$ cat config.mk
export PLATFORM = sky130hd
export DESIGN_NAME = deserializador_buf
export DESIGN_NICKNAME = d
export VERILOG_FILES = /design/src/rtl/deserializador_pkg.sv /design/src/rtl/deser_shift_reg.sv /design/src/rtl/deserializador_buf.sv
export SDC_FILE = /design/constraint.sdc
export NUM_CORES = 1
export LEC_CHECK = 0
export CORE_MARGIN = 2
export CORE_UTILIZATION = 50
export DETAILED_ROUTE_END_ITERATION = 12
export PLACE_DENSITY = 0.75
export SYNTH_ARGS = -nofsm -noshare
export SYNTH_HDL_FRONTEND = slang
export SYNTH_SLANG_ARGS = --single-unit
$ cat constraint.sdc
create_clock -name clk_100KHz -period 3.4 [get_ports clk_100KHz]
set_clock_uncertainty 0.15 [all_clocks]
set_input_delay 0.68 -clock clk_100KHz [delete_from_list [all_inputs] [get_ports clk_100KHz]]
set_output_delay 0.68 -clock clk_100KHz [all_outputs]
set_load 0.01 [all_outputs]
$ cat src/rtl/deserializador_pkg.sv
// Shared FSM state types and the bit-insertion helper for the buffered deserializer.
package deserializador_pkg;

  typedef enum logic {
    S_FILL,
    S_FULL
  } shift_state_t;

  typedef enum logic [1:0] {
    O_IDLE,
    O_VALID,
    O_ACK
  } out_state_t;

  localparam int unsigned MAX_WIDTH = 32;

  // Insert one serial bit into a word of the given width; upper bits of w must be zero.
  function automatic logic [MAX_WIDTH-1:0] shift_in(input logic [MAX_WIDTH-1:0] w,
                                                     input logic b,
                                                     input logic lsb_first,
                                                     input int unsigned width);
    logic [MAX_WIDTH-1:0] r;
    if (lsb_first) begin
      r = (w >> 1) | (MAX_WIDTH'(b) << (width - 1));
    end else begin
      r = ((w << 1) | MAX_WIDTH'(b)) & ~({MAX_WIDTH{1'b1}} << width);
    end
    return r;
  endfunction

endpackage

$ cat src/rtl/deser_shift_reg.sv
// Serial-in shift register with a saturating bit counter.
module deser_shift_reg
  import deserializador_pkg::*;
#(
  parameter int unsigned WIDTH     = 8,
  parameter bit          LSB_FIRST = 1'b0
) (
  input  logic                       clk_100KHz,
  input  logic                       reset,
  input  logic                       data_in,
  input  logic                       load,
  input  logic                       clear,
  output logic                       full,
  output logic [$clog2(WIDTH+1)-1:0] count,
  output logic [WIDTH-1:0]           word
);

  localparam int unsigned CW = $clog2(WIDTH + 1);

  logic [WIDTH-1:0] sr;
  logic [CW-1:0]    cnt;

  // Clear wins over load so a completed word leaves an empty shifter behind.
  always_ff @(posedge clk_100KHz or posedge reset) begin
    if (reset) begin
      sr  <= '0;
      cnt <= '0;
    end else if (clear) begin
      sr  <= '0;
      cnt <= '0;
    end else if (load && (cnt != CW'(WIDTH))) begin
      sr  <= WIDTH'(shift_in(MAX_WIDTH'(sr), data_in, LSB_FIRST, WIDTH));
      cnt <= cnt + CW'(1);
    end
  end

  assign full  = (cnt == CW'(WIDTH));
  assign count = cnt;
  assign word  = sr;

endmodule

$ cat src/rtl/deserializador_buf.sv
// Serial-to-parallel converter with a one-word output buffer and four-phase handshake.
module deserializador_buf
  import deserializador_pkg::*;
#(
  parameter int unsigned WIDTH     = 8,
  parameter bit          LSB_FIRST = 1'b0
) (
  input  logic                       clk_100KHz,
  input  logic                       reset,
  input  logic                       data_in,
  input  logic                       write_in,
  input  logic                       ack_in,
  output logic [WIDTH-1:0]           data_out,
  output logic                       data_ready,
  output logic                       status_out,
  output logic                       overrun_out,
  output logic [$clog2(WIDTH+1)-1:0] count_out
);

  localparam int unsigned CW = $clog2(WIDTH + 1);

  shift_state_t     shift_state;
  out_state_t       out_state;
  logic             sh_full;
  logic [CW-1:0]    sh_count;
  logic [WIDTH-1:0] sh_word;

  logic             load_c;
  logic             last_bit_c;
  logic             done_idle_c;
  logic             drain_c;
  logic             clear_c;
  logic [WIDTH-1:0] word_next_c;
  logic [WIDTH-1:0] xfer_word_c;

  assign load_c      = (shift_state == S_FILL) && write_in && !sh_full;
  assign last_bit_c  = load_c && (sh_count == CW'(WIDTH - 1));
  assign done_idle_c = last_bit_c && (out_state == O_IDLE);
  assign drain_c     = (shift_state == S_FULL) && (out_state == O_IDLE);
  assign clear_c     = done_idle_c || drain_c;
  assign word_next_c = WIDTH'(shift_in(MAX_WIDTH'(sh_word), data_in, LSB_FIRST, WIDTH));
  // A completing bit bypasses the shifter so data_ready rises the cycle after it.
  assign xfer_word_c = drain_c ? sh_word : word_next_c;

  deser_shift_reg #(
    .WIDTH    (WIDTH),
    .LSB_FIRST(LSB_FIRST)
  ) u_shift (
    .clk_100KHz(clk_100KHz),
    .reset     (reset),
    .data_in   (data_in),
    .load      (load_c),
    .clear     (clear_c),
    .full      (sh_full),
    .count     (sh_count),
    .word      (sh_word)
  );

  assign count_out = sh_count;

  // Shifter and output FSMs with registered outputs.
  always_ff @(posedge clk_100KHz or posedge reset) begin
    if (reset) begin
      shift_state <= S_FILL;
      out_state   <= O_IDLE;
      data_out    <= '0;
      data_ready  <= 1'b0;
      status_out  <= 1'b0;
      overrun_out <= 1'b0;
    end else begin
      overrun_out <= 1'b0;

      case (shift_state)
        S_FILL: begin
          if (last_bit_c && (out_state != O_IDLE)) begin
            shift_state <= S_FULL;
            status_out  <= 1'b1;
          end
        end
        S_FULL: begin
          overrun_out <= write_in;
          if (out_state == O_IDLE) begin
            shift_state <= S_FILL;
            status_out  <= 1'b0;
          end
        end
        default: shift_state <= S_FILL;
      endcase

      case (out_state)
        O_IDLE: begin
          if (done_idle_c || drain_c) begin
            data_out   <= xfer_word_c;
            data_ready <= 1'b1;
            out_state  <= O_VALID;
          end
        end
        O_VALID: begin
          if (ack_in) out_state <= O_ACK;
        end
        O_ACK: begin
          if (!ack_in) begin
            data_out   <= '0;
            data_ready <= 1'b0;
            out_state  <= O_IDLE;
          end
        end
        default: out_state <= O_IDLE;
      endcase
    end
  end

endmodule

==> results.txt, run 1 <==
The flow ran to the end, and the final reports show no timing, DRC or antenna violations. The logs give 18 for the floorplan row count and 118 for the number of instances in the synthesized netlist. The buffer and inverter count on the worst path works out to 1. Setup repair after global routing left no endpoint under its margin. The detailed-route via count is 993, and the area occupied by multi-input gates is 578 µm².

For the post-synthesis sequential area ratio, the log shows 49.8%. At the worst endpoint, the required time is 2570 ps. The final max-slew violation count came out at 0. The iteration-0 DRC count of the detailed router was 30. The maximum clock insertion buffer count was 2; the post-detailed-route wirelength per cell was 16.1 µm. The worst path uses 65.5% of the clock period. In this run the static leakage power is 0.656 nW. The clock net in this run drives a total of 26 sinks. The logs give 4 for the number of detailed-route iterations in the first pass and 0 for the number of antenna violations at the first check in global routing. For the worst setup path, the data arrival time is 1400 ps. In the routed layout, each cell is associated on average with a via count of 6.09. Counting flops with an async set or reset pin after synthesis yields a share of 100%. The routed design could run at a clock period as short as 2230 ps. Measured on the finished design, the core utilization comes to 60.9%. The critical path is of the reg -> out type. TritonCTS built the clock tree. The worst register-to-register path begins at u_shift.count[1]$_DFFE_PP0P_. Registers take 651 µm². Cells with a size suffix above 1 make up 15.8% of the layout. The area added between synthesis and finish is 15.4%. Among all flip-flop cells after synthesis, the most frequent one is dfrtp_1. The critical path starts at u_shift.count[3]$_DFFE_PP0P_. In this run, synthesis inferred 0 flip-flops with an integrated enable. Along the worst path, the maximum fanout reaches 8.

The run gives 1310 µm² as the combined area of all synthesized cells. Counting every net in the synthesized netlist gives 125. The tools report the worst IR drop on VDD as 0.447 mV.

Yosys printed 0 warnings. For the total inserted antenna cells, the log shows 0. Counting flops and latches in the post-synthesis netlist gives 26. The signal on the critical path passes through clkdlybuf4s50_1. The later pin in the worst-skew pair is clocked with a latency of 330 ps. In this run the worst hold path is classified as reg -> reg. After the last flow step, the layout net total stands at 141.

The placement-stage cell area came out at 1470 µm². The worst pin sits at a relative slew slack of 36.0%. For the pin with the worst max-slew slack, the measured transition is 959 ps. In the routed design, unresolved DRC markers number 0. After clock tree synthesis, the clock-pin slew on the worst setup and hold paths is 150 ps. At the placement stage, the worst setup path has a slack of 1010 ps. Post-route total power: 1.25 mW. The total setup violations reported at the end of the flow was 0; the first-pass GRT wire length was 4200 µm. The number of levels the H-tree was split into came out at 1. A synthesized cell averages 11.1 µm². Summed over all layers, the global routing overflow is 0. Timing would allow up to 0.449 GHz. The finished layout cell area is 1510 µm².

Post-CTS timing repair inserted 0 buffers for setup. Top cell family by delay on the critical path: buffers and inverters. After legalization and detailed placement, the total HPWL measured 1810 µm. For this configuration, the core starts out at a cell density of 52.7%.

From left edge to right edge, the die measures 55.1 µm. STA classifies the critical path endpoint as an output pin. Quantity of gates resized following cts: 0. The number of antenna-violating nets in the routed design was 0. For the fill cell instance count of the final layout, the log shows 213. The slowest stage of the critical path belongs to the cell clkdlybuf4s50_1. The die covers 3040 µm². In this design, the stage delay of the slowest critical-path cell is 580 ps. The run gives 20 as the I/O pin total.

STA classifies the critical path startpoint as a flip-flop. The core region area was 2480 µm²; the post-route worst setup slack was 1170 ps. Entering global routing, the biggest net connects 27 pins. Hold repair after CTS inserted 0 buffers.

In the final timing run, aggregate negative setup slack is 0 ps. The number of distinct library cells after synthesis is 35, and the ratio of total power to cell area is 828 nW/µm². The master cell of the clock root buffer is clkbuf_4. The final count of hold timing violations came out at 0.

Summed over all layers, the routed wires come to 2630 µm. Global routing used 19.9% of the available tracks. The die outline height works out to 55.1 µm. The number of clock buffers added by TritonCTS is 3. The tools report the number of global-route vias before repair as 871. The weighted congestion reported at the end of routability-driven placement came out at 0.767.

The count of buffers added on input and output ports is 19. Startpoint of the tightest hold check path: status_out$_DFFE_PP0P_. The max capacitance violation total was 0.
tightest hold or removal path, stage by stage (launching register included):
cell and delay (ps):
dfrtp_1 380, a31oi_1 50, nor2_1 70
metrics by stage:
stage | cells | hold WS, ps
after global routing | 163 | 412
after global placement | 159 | 343
after CTS | 163 | 381
after floorplan | 118 | 366
final | 163 | 375
after detailed placement | 159 | 348
metal layers:
metal	track usage (%)	vias up	wire (µm)	part of all wire [%]
met2	30.2	23	1220	46
met1	28.5	491	1270	48
met3	3.23	4	103	3.9
li1	-	475	-	-
met5	0	-	0	0
met4	7.32	0	31	1.2
registers in the layout (all words and copies together), names as in the netlist:
name	cells
out_state	2
data_out	8
u_shift.word	8
status_out	1
shift_state	1
u_shift.count	4
overrun_out	1
data_ready	1
area by class of cell:
class	instances	area share, %
clock buffer	4	2.41
inverter	4	0.996
multi-input combinational	80	38.3
sequential	26	43.2
tap	30	2.49
timing repair buffer	19	12.6
cell families after synthesis:
family          count (synthesis)  share of synthesized area, %
compound gates                 46                          25.0
xor+xnor                        1                         0.671
fa+ha+maj                       2                          1.92
buf+inv                        12                          5.94
flops                          26                          49.8
simple gates                   31                          16.7
report_power, final:
group | internal [mW] | switching (mW)
clock network | 0.0655 | 0.0931
registers | 0.432 | 0.147
logic | 0.287 | 0.223
worst paths after layout:
check	depth (start not counted)	to	slack [ps]
worst max-delay path	1	count_out[3]	1170
worst min-delay path	2	status_out$_DFFE_PP0P_	370
worst max register to register	4	u_shift.word[1]$_DFFE_PP0P_	1660
worst min register to register	2	status_out$_DFFE_PP0P_	370
max in group asynchronous	2	data_out[0]$_DFFE_PP0P_	1800
min in group asynchronous	2	data_out[6]$_DFFE_PP0P_	710
layout by cell type, fill, tap and decap left out:
cell type and n:
nor4bb_2 1, and2_2 1, and2b_2 1, a22o_2 8, nor3_4 1, clkbuf_8 1
nand3_1 11, and3b_2 1, xor2_1 1, a21oi_1 12, a221o_1 8, o21a_1 1
nor2_1 5, a211oi_1 1, inv_1 4, o31ai_1 1, or2_2 1, nor3_1 1
nand2b_1 1, a21o_2 1, a22o_1 1, ha_1 2, clkbuf_4 3, clkdlybuf4s50_1 19
dfrtp_1 26, and3_1 1, and2_1 1, and3b_1 1, and4b_4 1, or3_1 1
nand3b_1 1, a31oi_1 1, o21ai_0 12, nor3b_4 1
cells in the mapped netlist (all sizes together) (2+ instances only):
library cell	n	share of area [%]
a21oi	12	4.6
a221o	8	6.1
a22o	9	6.8
and2	2	1.1
and3b	2	1.4
buf	5	3.8
clkbuf	3	0.96
dfrtp	26	50
ha	2	1.9
inv	4	1.1
nand3	11	4.2
nor2	5	1.4
nor3	2	1.6
o21ai	12	4.6
Note: power is estimated with default switching activity, not from simulation.
==> inputs of run 2 (changes only) <==
==> constraint.sdc (replaced) <==
create_clock -name clk_100KHz -period 2.2 [get_ports clk_100KHz]
set_clock_uncertainty 0.15 [all_clocks]
set_input_delay 0.44 -clock clk_100KHz [delete_from_list [all_inputs] [get_ports clk_100KHz]]
set_output_delay 0.44 -clock clk_100KHz [all_outputs]
set_load 0.01 [all_outputs]
==> run 2 against run 1 <==
Non-clock buffer count up 2. First-iteration DRC count up 53%. Sequential power up 54%. Count of clock-buffer cells in the layout down 1. Sequential cell count unchanged. Via count down 1.2%. Die area unchanged. Design area about the same.
==> results.txt, run 2 (synthesis results as in run 1) <==
The flow ran to the end, and the final reports show no timing, DRC or antenna violations. The worst IR drop on VDD was 0.703 mV (was 0.447 mV); the number of levels the H-tree was split into was 1 (unchanged). The run gives 26 (unchanged) as the clock net sink count.

The time the final worst path needs with I/O delays and setup works out to 1970 ps. The clock-pin slew reported for the worst setup and hold paths after clock tree synthesis is 150 ps (about the same), and the sequential power share is 47.4% (was 46.4%). The maximum clock frequency was 0.507 GHz; the die extent in x was 55.1 µm (unchanged). The share of the clock period used by the worst path came out at 89.6%.

The startpoint class of the critical path is a flip-flop (unchanged). The quantity of gates resized following cts is 0 (unchanged). For the utilization after layout, the log shows 60.9% (about the same).

The type of the worst setup path is reg -> out (unchanged). The run gives 3040 µm² (unchanged) as the die footprint. Maximum cell stage delay along the critical path: 580 ps (about the same). The wire length on met2 is 1210 µm (was 1220 µm), and the half-perimeter wire length after detailed placement is 1810 µm (about the same).

The slowest stage cell on the critical path was clkdlybuf4s50_1 (unchanged). The fraction of final layout cells sized beyond drive strength 1 is 16.4% (was 15.8%), and the floorplan row count is 18 (unchanged). The number of detailed-route iterations in the first pass is 4 (unchanged). The ratio of total power to cell area is 1250 nW/µm² (was 828 nW/µm²), and the area added between synthesis and finish is 15.5% (was 15.4%).

The path category of the worst min-delay check is in -> async (was reg -> reg). The total setup violations reported at the end of the flow is 0 (unchanged), and the initial standard-cell utilization of the core is 52.7% (unchanged). The tools report the master cell of the clock root buffer as clkbuf_4 (unchanged).

Top cell family by delay on the critical path: buffers and inverters (unchanged). The final routed wirelength across all metal layers is 2640 µm (was 2630 µm). The logs give 320 ps (was 330 ps) for the clock network latency to the later pin of the worst-skew pair and 0 (unchanged) for the buffers inserted during post-CTS setup optimization.

The first-pass GRT wire length is 4320 µm (was 4200 µm), and the setup total negative slack is 0 ps (unchanged). The tools report the instance count after placement with tap cells included as 161 (was 159). The logs give 0.658 nW (was 0.656 nW) for the leakage power and 1610 ps (was 2570 ps) for the critical path data required time. The number of buffers inserted during clock tree synthesis is 3 (unchanged), and the post-detailed-route wirelength per cell is 16.1 µm (about the same). The iteration-0 DRC count of the detailed router came out at 46 (was 30).

TritonCTS built the clock tree. The final max-slew violation count was 0 (unchanged); the final-stage net count was 143 (was 141). Buffer and inverter count on the worst path: 1 (unchanged). Post-route DRC violation count: 0 (unchanged).

The top fanout value on the critical path was 8 (unchanged); the number of buffer cells added on primary ports was 19 (unchanged). The post-route worst setup slack is 228 ps (was 1170 ps). The element type at the critical path end was an output pin (unchanged). Detailed-route via count: 981 (was 993). The net switching share of the total power is 37.7% (was 37.2%).

The most common cell after layout, fill and taps aside is dfrtp_1 (unchanged). Setup repair after global routing left no endpoint under its margin. The logs give 27 (unchanged) for the largest net degree at the start of global routing and 0 (unchanged) for the count of hold-fix buffers inserted at cts.

The logs give 0 (unchanged) for the number of antenna-violating nets in the routed design and 20 (unchanged) for the I/O pin total. The number of global-route vias before repair is 900 (was 871). The detailed-routing wirelength on met1 came out at 1280 µm (was 1270 µm). The met3 wirelength from detailed routing is 136 µm (was 103 µm). The combinational power share was 41.9% (was 40.9%). Weighted congestion reported at the end of routability-driven placement: 0.749 (was 0.767). Ordered list of cells on the worst path: clkdlybuf4s50_1 (unchanged). The total inserted antenna cells came out at 0 (unchanged). The logs give 0 (unchanged) for the final count of hold timing violations and 0 (unchanged) for the number of antenna violations at the first check in global routing. Arrival time at the worst endpoint: 1380 ps (was 1400 ps). The logs give 2 (unchanged) for the maximum clock insertion buffer count and 19.8% (was 19.9%) for the total routing usage reported by global routing. Commonest non-fill, non-tap cells in the layout: dfrtp_1, clkdlybuf4s50_1, a21oi_1, o21ai_0, nand3_1 (unchanged). The max capacitance violation total was 0 (unchanged); the sum of overflow across all layers after global routing was 0 (unchanged).

The pre-CTS setup slack was 33.8 ps (was 1010 ps); the max-slew headroom at the worst pin was 69.6% (was 36.0%). The topmost layer with routed signal wires was met4 (unchanged). For the cell-internal power, the log shows 1.18 mW (was 0.784 mW). The run gives 304 ps (was 375 ps) as the worst hold slack. The reported net switching power came out at 0.714 mW (was 0.464 mW). The power share of the clock group was 10.8% (was 12.7%). The final non-filler cell total is 164 (was 163), and the number of vias per cell after detailed routing is 5.98 (was 6.09). The measured slew at the worst slew-check pin works out to 455 ps (was 959 ps). Die outline height: 55.1 µm (unchanged).

For the core region area, the log shows 2480 µm² (unchanged).
## run 2: cell type report
type | count | area, µm²
Sequential cell | 26 | 651
Tap cell | 30 | 37.5
Inverter | 4 | 15.0
Fill cell | 220 | 968
Multi-Input combinational cell | 80 | 578
Timing Repair Buffer | 21 | 205
Clock buffer | 3 | 22.5
## run 2: path summary, 6_finish.rpt
path	cells after the start	startpoint	to	slack [ps]
max	1	u_shift.count[3]$_DFFE_PP0P_	count_out[3]	230
min	3	reset	u_shift.count[0]$_DFFE_PP0P_	300
max reg2reg	4	u_shift.count[0]$_DFFE_PP0P_	u_shift.word[4]$_DFFE_PP0P_	470
min reg2reg	2	data_ready$_DFFE_PP0P_	data_ready$_DFFE_PP0P_	380
max in group asynchronous	3	reset	u_shift.word[5]$_DFFE_PP0P_	1330
min in group clk_100KHz	2	data_ready$_DFFE_PP0P_	data_ready$_DFFE_PP0P_	380
## run 2: worst min-delay path, stage by stage
cell and delay (ps):
clkdlybuf4s50_1 390, inv_1 50, buf_4 310
## run 2: power by group through the flow
| stage | Clock, mW | Combinational, mW | Sequential, mW |
|---|---|---|---|
| after floorplan | 0 | 0.510 | 0.870 |
| after global placement | 0 | 0.777 | 0.890 |
| after detailed placement | 0 | 0.800 | 0.900 |
| after CTS | 0.206 | 0.800 | 0.893 |
| after global routing | 0.222 | 0.886 | 0.923 |
| final | 0.203 | 0.792 | 0.896 |
## run 2: metal layers
metal  up-vias  global-route usage, %
li1        477                      -
met1       476                   30.0
met2        26                   29.4
met3         2                   4.03
met4         0                   3.66
met5         -                      0
## run 2: through the flow
step                      power, mW  area [µm²]
after global routing           2.03        1510
after detailed placement       1.70        1490
after floorplan                1.38        1310
after global placement         1.67        1490
final                          1.89        1510
after CTS                      1.90        1510
==> inputs of run 3 (changes only) <==
--- a/config.mk
+++ b/config.mk
@@ -5,10 +5,12 @@
 export SDC_FILE = /design/constraint.sdc
 export NUM_CORES = 1
 export LEC_CHECK = 0
+export ABC_AREA = 1
 export CORE_MARGIN = 2
 export CORE_UTILIZATION = 50
 export DETAILED_ROUTE_END_ITERATION = 12
-export PLACE_DENSITY = 0.75
+export PLACE_DENSITY = 0.74
 export SYNTH_ARGS = -nofsm -noshare
 export SYNTH_HDL_FRONTEND = slang
+export SYNTH_HIERARCHICAL = 1
 export SYNTH_SLANG_ARGS = --single-unit
==> run 3 against run 2 <==
Die area grew 7.5%. Hold slack lost 21 ps. Non-clock buffer count grew 1. Total power is 9.0% higher. Clock power increased by 21%.
==> results.txt, run 3 <==
The total routing usage reported by global routing came out at 18.0% (was 19.8%). The post-detailed-route wirelength per cell works out to 12.0 µm (was 16.1 µm). The path category of the worst min-delay check was in -> async (unchanged). The maximum cell stage delay along the critical path came out at 460 ps (was 580 ps). The arrival time at the worst endpoint came out at 2080 ps (was 1380 ps).

The number of cells on the worst reg-to-reg path was 12 (was 4). The first-pass GRT wire length is 4640 µm (was 4320 µm). Number of vias per cell after detailed routing: 5.14 (was 5.98). The slowest stage cell on the critical path is dfrtp_1 (was clkdlybuf4s50_1). The reported net switching power is 0.828 mW (was 0.714 mW), and the clock network latency to the later pin of the worst-skew pair is 320 ps (about the same). The maximum clock frequency was 0.501 GHz (was 0.507 GHz).

For the worst IR drop on VDD, the log shows 0.761 mV (was 0.703 mV). The master cell of the clock root buffer was clkbuf_4 (unchanged). Number of global-route vias before repair: 1104 (was 900). The tools report the combined area of all synthesized cells as 1410 µm² (was 1310 µm²). Critical path data required time: 2280 ps (was 1610 ps). Setup repair after global routing left no endpoint under its margin. Ratio of total power to cell area: 1240 nW/µm² (was 1250 nW/µm²). The max capacitance violation total is 0 (unchanged). The die extent in x works out to 57.1 µm (was 55.1 µm).

The run gives 20 (unchanged) as the I/O pin total. Ordered list of cells on the worst path: inv_1 -> ha_1 -> nand3_2 -> inv_1 -> nor2_4 -> nand3_4 -> nand2_8 -> inv_2 -> nand2_1 -> nand3_2 -> nand2_1 -> inv_1 (was clkdlybuf4s50_1). The half-perimeter wire length after detailed placement was 1990 µm (was 1810 µm); the synthesized area per cell was 8.40 µm² (was 11.1 µm²). The flop-to-flop setup slack came out at 200 ps (was 470 ps). The endpoint of the worst register-to-register path was u_shift/word[2]$_DFFE_PP0P_ (was u_shift.word[4]$_DFFE_PP0P_). The number of levels the H-tree was split into was 1 (unchanged); the number of flops mapped to enable cells by yosys was 0 (unchanged). The number of buffer cells added on primary ports works out to 19 (unchanged). The logs give 0 (unchanged) for the final max-slew violation count and 0 (unchanged) for the number of antenna violations at the first check in global routing. For the number of antenna-violating nets in the routed design, the log shows 0 (unchanged). The placement-stage cell area was 1630 µm² (was 1490 µm²); the measured slew at the worst slew-check pin was 530 ps (was 455 ps). The number of warnings issued by yosys was 6 (was 0); the post-synthesis async set-or-reset flop share was 100% (unchanged). The logs give 4 (unchanged) for the number of detailed-route iterations in the first pass and 175 (was 125) for the post-synth net total. Most common flop cell mapped by yosys: dfrtp_1 (unchanged).

The leakage power was 0.878 nW (was 0.658 nW). Synth top area cells: dfrtp_1, nand2_1, inv_1, nand4_1, nand2_2 (was dfrtp_1, a221o_1, a22o_2, a21oi_1, o21ai_0). The maximum clock insertion buffer count is 2 (unchanged). The run gives 198 (was 143) as the final-stage net count. The flip-flop and latch count after synthesis works out to 26 (unchanged).

The number of buffers inserted during clock tree synthesis is 3 (unchanged). The area added between synthesis and finish is 17.9% (was 15.5%), and the weighted congestion reported at the end of routability-driven placement is 0.764 (was 0.749). The number of instances in the synthesized netlist is 168 (was 118), and the detailed-route via count is 1136 (was 981).

The type of the worst setup path is reg -> reg (was reg -> out). The floorplan row count is 19 (was 18). Top cell family by delay on the critical path: simple AND/OR/NAND/NOR gates (was buffers and inverters).

Net switching share of the total power: 40.1% (was 37.7%). The buffers inserted during post-CTS setup optimization was 0 (unchanged); the die outline height was 57.1 µm (was 55.1 µm). The cell type with the largest total area after synthesis was dfrtp_1 (unchanged). The buffer and inverter count on the worst path is 4 (was 1), and the post-route worst setup slack is 205 ps (was 228 ps).

The total inserted antenna cells was 0 (unchanged). TritonCTS built the clock tree. The pre-CTS setup slack was 118 ps (was 33.8 ps).

Time the final worst path needs with I/O delays and setup: 2000 ps (was 1970 ps). The startpoint class of the critical path is a flip-flop (unchanged). The run gives 46.1% (was 49.8%) as the post-synthesis sequential area ratio. For the quantity of gates resized following cts, the log shows 0 (unchanged).

The combinational power share is 47.8% (was 41.9%). The share of the clock period used by the worst path is 90.7% (was 89.6%). For the sum of overflow across all layers after global routing, the log shows 0 (unchanged).

The setup total negative slack was 0 ps (unchanged); the iteration-0 DRC count of the detailed router was 13 (was 46). Commonest non-fill, non-tap cells in the layout: nand2_1, dfrtp_1, inv_1, clkdlybuf4s50_1, nand4_1 (was dfrtp_1, clkdlybuf4s50_1, a21oi_1, o21ai_0, nand3_1). The logs give 25 (was 35) for the number of distinct library cells after synthesis and 0 (unchanged) for the post-route DRC violation count. The run gives 3260 µm² (was 3040 µm²) as the die footprint. The clock net sink count was 26 (unchanged); the max-slew headroom at the worst pin was 64.6% (was 69.6%). The sequential power share came out at 40.3% (was 47.4%). Largest net degree at the start of global routing: 20 (was 27).

Initial standard-cell utilization of the core: 52.1% (was 52.7%). The most instantiated library cell after synthesis is nand2_1 (was dfrtp_1). The finished layout cell area is 1660 µm² (was 1510 µm²). The logs give 0 (unchanged) for the count of hold-fix buffers inserted at cts and 61.4% (was 60.9%) for the utilization after layout. The top fanout value on the critical path was 17 (was 8).

The share of the synthesized area in the top cell type works out to 46.1% (was 49.8%). Commonest cells in the netlist: nand2_1, dfrtp_1, inv_1 (was dfrtp_1, a21oi_1, o21ai_0). The most common cell type on the critical path was inv_1. The most common cell after layout, fill and taps aside was nand2_1 (was dfrtp_1).

The core region area was 2710 µm² (was 2480 µm²); the final routed wirelength across all metal layers was 2650 µm (was 2640 µm). The clock-pin slew reported for the worst setup and hold paths after clock tree synthesis came out at 140 ps (was 150 ps). For the final count of hold timing violations, the log shows 0 (unchanged). For the worst hold slack, the log shows 282 ps (was 304 ps). The tools report the element type at the critical path end as a flip-flop (was an output pin).

The fraction of final layout cells sized beyond drive strength 1 was 17.9% (was 16.4%); the total setup violations reported at the end of the flow was 0 (unchanged). The reg-to-reg startpoint was u_shift/count[0]$_DFFE_PP0P_ (was u_shift.count[0]$_DFFE_PP0P_). The flow ran to the end, and the final reports show no timing, DRC or antenna violations. The logs give 1.23 mW (was 1.18 mW) for the cell-internal power and 11.9% (was 10.8%) for the power share of the clock group.
run 3: stage by stage:
| stage | total power [mW] | std cells |
|---|---|---|
| floorplan | 1.46 | 168 |
| global placement | 1.79 | 217 |
| detailed placement | 1.84 | 217 |
| CTS | 2.08 | 221 |
| global route | 2.24 | 221 |
| finish | 2.06 | 221 |
run 3: layer usage:
layer / track usage, % / routed length (µm)
met1: 24.0 / 1240
met2: 28.7 / 1240
met3: 2.95 / 117
met4: 8.64 / 49
met5: 0 / 0
run 3: cell type report:
| cell class | count | area [µm²] |
|---|---|---|
| clock buffers | 4 | 36.3 |
| fillers | 254 | 1050 |
| inverters | 27 | 101 |
| multi-input cells | 111 | 624 |
| flip-flops and latches | 26 | 651 |
| well taps | 31 | 38.8 |
| repair buffers | 22 | 213 |
run 3: worst reg2reg max path: stages, from the launching register on:
cell and delay [ps]:
dfrtp_1 460, inv_1 100, ha_1 230, nand3_2 90, inv_1 60, nor2_4 130
nand3_4 100, nand2_8 130, inv_2 140, nand2_1 130, nand3_2 80, nand2_1 80
inv_1 40
run 3: logic make-up (layout without fill, tap and decap cells):
| kind of cell | Yosys count | in the layout | synth area share, % |
|---|---|---|---|
| AOI/OAI and AO/OA | 13 | 13 | 5.85 |
| and+or+nand+nor | 96 | 96 | 36.6 |
| adders and majority gates | 2 | 2 | 1.77 |
| DFF | 26 | 26 | 46.1 |
| buffers and inverters | 31 | 53 | 9.66 |
run 3: how the worst max path moves through the flow:
stage / startpoint / end / slack [ps] / cells after the start
after global placement: write_in / u_shift/word[2]$_DFFE_PP0P_ / 170 / 10
after global routing: u_shift/count[0]$_DFFE_PP0P_ / u_shift/word[2]$_DFFE_PP0P_ / 40 / 12
after floorplan: u_shift/count[0]$_DFFE_PP0P_ / u_shift/count[0]$_DFFE_PP0P_ / 50 / 12
final: u_shift/count[0]$_DFFE_PP0P_ / u_shift/word[2]$_DFFE_PP0P_ / 200 / 12
after detailed placement: write_in / u_shift/word[2]$_DFFE_PP0P_ / 120 / 10
after CTS: u_shift/count[0]$_DFFE_PP0P_ / u_shift/word[2]$_DFFE_PP0P_ / 210 / 12
run 3: power by group through the flow:
stage | registers (mW) | clock network, mW | logic (mW)
finish | 0.831 | 0.245 | 0.986
global placement | 0.833 | 0 | 0.955
global route | 0.866 | 0.266 | 1.11
detailed placement | 0.844 | 0 | 0.992
floorplan | 0.872 | 0 | 0.591
CTS | 0.833 | 0.256 | 0.996
